**src/rtl/goomba_scheduler.sv**
```systemverilog
// Goomba enemy bank scheduler: releases each slot as the camera approaches its spawn X,
// and shares one collision checker round-robin, turning its results into toggle impulses.
module goomba_scheduler #(
  parameter int                    N_SLOTS     = 4,
  parameter logic [N_SLOTS*11-1:0] SPAWN_X     = {11'd1400, 11'd1100, 11'd800, 11'd500},
  parameter int                    SCREEN_W    = 640,
  parameter int                    SPAWN_AHEAD = 32,
  parameter int                    TIMEOUT     = 255
) (
  input  logic               clk,
  input  logic               rstn,
  input  logic [10:0]        camera_x,
  input  logic [N_SLOTS-1:0] live,
  output logic [N_SLOTS-1:0] show,
  output logic [N_SLOTS-1:0] collapsion_tgl,
  output logic [N_SLOTS-1:0] press_tgl,
  output logic               req_valid,
  output logic [2:0]         req_idx,
  input  logic               req_ready,
  input  logic               resp_valid,
  input  logic               resp_hit,
  input  logic               resp_stomp,
  output logic               busy
);

  localparam int IDX_W = (N_SLOTS > 1) ? $clog2(N_SLOTS) : 1;

  typedef enum logic [1:0] {
    SCAN,
    REQ,
    RESP
  } state_e;

  state_e               state_q, state_d;
  logic [IDX_W-1:0]     idx_q, idx_d;
  logic [IDX_W-1:0]     last_q, last_d;
  logic [7:0]           tmo_q, tmo_d;
  logic [N_SLOTS-1:0]   show_q, show_d;
  logic [N_SLOTS-1:0]   col_q, col_d;
  logic [N_SLOTS-1:0]   press_q, press_d;

  logic [11:0]          reach;
  logic [N_SLOTS-1:0]   elig;
  logic                 pick_found;
  logic [IDX_W-1:0]     pick_idx;

  // 12-bit sum so a camera near the right end of the world cannot wrap back below a spawn X.
  assign reach = {1'b0, camera_x} + 12'(SCREEN_W + SPAWN_AHEAD);
  assign elig  = show_q & live;

  // NOTE: every variable driven in always_comb gets a default first, so no path leaves it
  // unassigned and no latch is inferred.
  always_comb begin
    show_d = show_q;
    for (int i = 0; i < N_SLOTS; i++) begin
      if (reach >= {1'b0, SPAWN_X[11*i +: 11]}) show_d[i] = 1'b1;
    end
  end

  // Round-robin: first eligible slot after the last granted one, wrapping at N_SLOTS.
  always_comb begin : rr_pick
    logic [IDX_W:0] cand;
    cand       = '0;
    pick_found = 1'b0;
    pick_idx   = '0;
    for (int k = 1; k <= N_SLOTS; k++) begin
      cand = {1'b0, last_q} + (IDX_W+1)'(k);
      if (cand >= (IDX_W+1)'(N_SLOTS)) cand = cand - (IDX_W+1)'(N_SLOTS);
      if (!pick_found && elig[cand[IDX_W-1:0]]) begin
        pick_found = 1'b1;
        pick_idx   = cand[IDX_W-1:0];
      end
    end
  end

  always_comb begin
    state_d = state_q;
    idx_d   = idx_q;
    last_d  = last_q;
    tmo_d   = tmo_q;
    col_d   = col_q;
    press_d = press_q;
    unique case (state_q)
      SCAN: begin
        if (pick_found) begin
          idx_d   = pick_idx;
          state_d = REQ;
        end
      end
      REQ: begin
        if (req_ready) begin
          tmo_d   = '0;
          state_d = RESP;
        end
      end
      RESP: begin
        // A response on the timeout cycle still counts.
        if (resp_valid) begin
          if (resp_hit && live[idx_q]) begin
            if (resp_stomp) press_d[idx_q] = ~press_q[idx_q];
            else            col_d[idx_q]   = ~col_q[idx_q];
          end
          last_d  = idx_q;
          state_d = SCAN;
        end else if (tmo_q == 8'(TIMEOUT)) begin
          last_d  = idx_q;
          state_d = SCAN;
        end else begin
          tmo_d = tmo_q + 8'd1;
        end
      end
      default: state_d = SCAN;
    endcase
  end

  // NOTE: state registers use non-blocking assignments so every flop samples the values
  // from before the edge, independent of statement order.
  always_ff @(posedge clk) begin
    if (!rstn) begin
      state_q <= SCAN;
      idx_q   <= '0;
      last_q  <= IDX_W'(N_SLOTS - 1);
      tmo_q   <= '0;
      show_q  <= '0;
      col_q   <= '0;
      press_q <= '0;
    end else begin
      state_q <= state_d;
      idx_q   <= idx_d;
      last_q  <= last_d;
      tmo_q   <= tmo_d;
      show_q  <= show_d;
      col_q   <= col_d;
      press_q <= press_d;
    end
  end

  assign show           = show_q;
  assign collapsion_tgl = col_q;
  assign press_tgl      = press_q;
  assign req_valid      = (state_q == REQ);
  assign req_idx        = 3'(idx_q);
  assign busy           = (state_q != SCAN);

endmodule

```
**config.mk**
```make
export PLATFORM = sky130hd
export DESIGN_NAME = goomba_scheduler
export DESIGN_NICKNAME = d
export VERILOG_FILES = /design/src/rtl/goomba_scheduler.sv
export SDC_FILE = /design/constraint.sdc
export NUM_CORES = 1
export LEC_CHECK = 0
export ABC_AREA = 1
export BUFFER_PORTS_ARGS = -buffer_cell sky130_fd_sc_hd__buf_2
export CAP_MARGIN = 20
export CORE_MARGIN = 5
export CORE_UTILIZATION = 59
export CTS_CLUSTER_DIAMETER = 150
export CTS_CLUSTER_SIZE = 40
export DETAILED_ROUTE_END_ITERATION = 8
export GPL_ROUTABILITY_DRIVEN = 0
export HOLD_SLACK_MARGIN = 0.02
export PLACE_DENSITY = 0.88
export SLEW_MARGIN = 20
export SYNTH_ARGS = -nofsm -noshare
export SYNTH_HDL_FRONTEND = slang
export SYNTH_SLANG_ARGS = --single-unit
```
**constraint.sdc**
```tcl
create_clock -name clk -period 2.9 [get_ports clk]
set_input_delay 0.58 -clock clk [delete_from_list [all_inputs] [get_ports clk]]
set_output_delay 0.58 -clock clk [all_outputs]
set_load 0.1 [all_outputs]
```
==> results list <==
- The run finished with clean final reports.
- All-layer global routing usage: 19.4%
- Grt total ovfl: 0
- Half-perimeter wire length after detailed placement: 3100 um
- The first global-routing pass estimated about 6700 um of wire.
- Crit. End Element: primary output
- Area of the core region: 3000 um^2
- In this run the power density over the cells is between 500 and 600 nW/um^2.
- Leakage dissipation: just under 1 nW
- Number of I/O pins: 38
* Library cell with the largest summed area after synthesis: dfxtp_1
- In the layout the commonest cells are nand2_1 (68), buf_2 (36), inv_1 (31), dfxtp_1 (26), nand3_1 (22).
- The later pin in the worst-skew pair is clocked with a latency of about 320 ps.
* DIE AREA: between 4000 and 5000 um^2
- Clock buffer count from CTS: 3
- In this run, post-CTS hold repair placed 0 buffers.
* Element type at the critical path start: flip-flop
- Post-CTS timing repair inserted 0 buffers for setup.
- Initial core utilization: about three fifths
- The synthesized netlist occupies a cell area of around 1800 um^2.
- Post-detailed-route count of antenna-violating nets: 0
- Ranked by total cell area, the synthesized netlist is headed by dfxtp_1 (29%), nand2_1 (14%), inv_1 (6.5%), nand3_1 (6.1%), a21oi_1 (5.8%).
- Top achievable clock speed: about 500 MHz
* Per-cell routed wire length: approximately 11 um
* X dimension of the die: roughly 65 um
* YS warnings: 0
- Fill cells in the final layout number ~270.
- Count of final setup violators: 0
- CP Max Fanout: 3
* Number of iterations in the first detailed-routing pass: 4
- Share of final-layout standard cells stronger than drive strength 1: a little under a quarter
- The setup path with the least slack is of type reg2out.
- In this run the deepest clock path goes through 2 buffers.
* Distinct cell type count of the synthesized netlist: 38
- Leaving out fill and tap cells, the most frequent cell in the layout is nand2_1.
* FF+latch count, synth: 26
* Growth of design area from synthesis to finish: 12.1%
- Unrepaired setup endpoints after global routing: no
* Post-Synthesis Mean Instance Area: roughly 6.7 um^2
- Path class of the lowest-slack min-delay path: reg2reg
- WL final: approximately 3900 um
* Transition at the pin with the smallest max-transition slack: around 510 ps
- Worst max-slew margin expressed relative to the limit: approximately 66%
* FP Rows: 20
- CTS tree: done
- Final cycle utilization of the critical path: 67.4%
- The number of gates resized after CTS was 0.
- The tree is rooted in a clkbuf_4.
- The die is around 65 um tall.
- Max-cap violations in this run came to 0.
* Diode count: 0
- Vias per cell: 5.27
- For this design, the sink count on the clock tree is 26.
* Arr. time, crit path: between 1000 and 1500 ps
- Measured on the finished design, the core utilization comes to approximately 67%.
- Number of hold violations in the final report: 0
- The share of the Yosys chip area taken by registers is about 29%.
* Worst flop-to-flop path startpoint: tmo_q[0]$_SDFFE_PN0P_
- Post-Synthesis Cells: 270
- Detailed router's first-iteration violation count: around 120
- Clock input transition at the sequential cells of the worst setup and hold paths: around 140 ps
- The number of global-route vias before repair came to 1625.
- Across all layers, the routed design uses roughly 1800 vias.
- Period minus WS final: ~2000 ps
- The final-report max-slew violation count was 0.
* Final nets: between 300 and 400
* Proportion of netlist area held by the largest area contributor: 28.9%
* Required time of the critical path: between 2000 and 2500 ps
- Antenna violations before repair: 0
- Final TNS setup: 0 ps
* CP Launch Point: state_q[0]$_SDFFE_PN0P_
* DRC viols: 0
- Launch point of the worst hold path: collapsion_tgl[0]$_SDFFE_PN0P_
- Entering global routing, the biggest net connects 14 pins.
- The number of nets handed over by synthesis was between 200 and 300.
* Worst IR drop on VDD: 0.000319 V
* Clk_skew: 3.60 ps
- CTS built an H-tree with a depth of 1.
- Input/output buffers: 36
==> final timing paths <==
check,to,slack (ps),cells after the start
setup / recovery,req_valid,950,3
hold / removal,collapsion_tgl[0]$_SDFFE_PN0P_,480,2
setup reg to reg,tmo_q[5]$_SDFFE_PN0P_,1280,9
hold reg to reg,collapsion_tgl[0]$_SDFFE_PN0P_,480,2
==> worst max-delay path: stages (launching register included) <==
cell and delay, ps:
dfxtp_1 350, inv_1 50, nor2_1 180, buf_2 470
==> per-stage QoR <==
step	area [um^2]	std cells	total power, mW	hold WS [ps]	setup WS [ps]
2_1_floorplan	1800	270	0.822	458	364
3_3_place_gp	2000	335	0.898	459	1080
3_5_place_dp	2000	335	0.906	458	1020
4_1_cts	2020	338	1.06	478	943
5_1_grt	2020	338	1.12	493	847
6_report	2020	338	1.05	477	946
==> power breakdown <==
part / switching (mW) / internal, mW / leakage (nW)
clock: 0.106 / 0.0488 / 0.0138
sequential: 0.0317 / 0.377 / 0.212
combinational: 0.362 / 0.126 / 0.741
total: 0.500 / 0.552 / 0.967
==> cells in the mapped netlist, drive strengths merged <==
| cell type | count |
|---|---|
| dfxtp | 26 |
| nand2 | 81 |
| nand4 | 14 |
| a22oi | 2 |
| a21oi | 23 |
| nand3b | 1 |
| or2 | 2 |
| o21bai | 1 |
| nand3 | 23 |
| nor3 | 6 |
| inv | 36 |
| nor2 | 23 |
| a21o | 1 |
| ha | 3 |
| buf | 3 |
| o221ai | 2 |
| clkbuf | 1 |
| xor2 | 4 |
| conb | 1 |
| o21ai | 15 |
| clkinv | 2 |
==> state kept, by name, indices dropped and copies added, names as in the netlist <==
name,flops
last_q,2
state_q,2
idx_q,2
collapsion_tgl,4
press_tgl,4
show,4
tmo_q,8
==> cell families (layout without fill, tap and decap cells) <==
logic type	count (synthesis)	count (layout)	share of synthesized area, %
AO/OA/AOI/OAI	44	44	14.3
XOR/XNOR	4	4	2.36
adder cells (fa/ha/maj)	3	3	2.08
buffers and inverters	42	77	9.78
flip-flops	26	26	28.9
other	1	1	0.208
AND/OR/NAND/NOR	150	150	42.4
==> area by class of cell <==
cell class              count  area (um^2)  area share, %
flip-flops and latches     26          520           25.8
repair buffers             36          180           8.92
clock buffers               3         22.5           1.11
well taps                  33         41.3           2.04
inverters                  38          150           7.43
multi-input cells         202         1110           54.7
==> metal layers <==
metal	vias to the layer above	global-route usage, %	wire (um)
met5	-	0	0
met4	0	4.40	27
met3	4	3.76	134
met2	23	35.0	1930
met1	797	23.6	1750
li1	956	-	-
(Power assumes the default switching activity.)
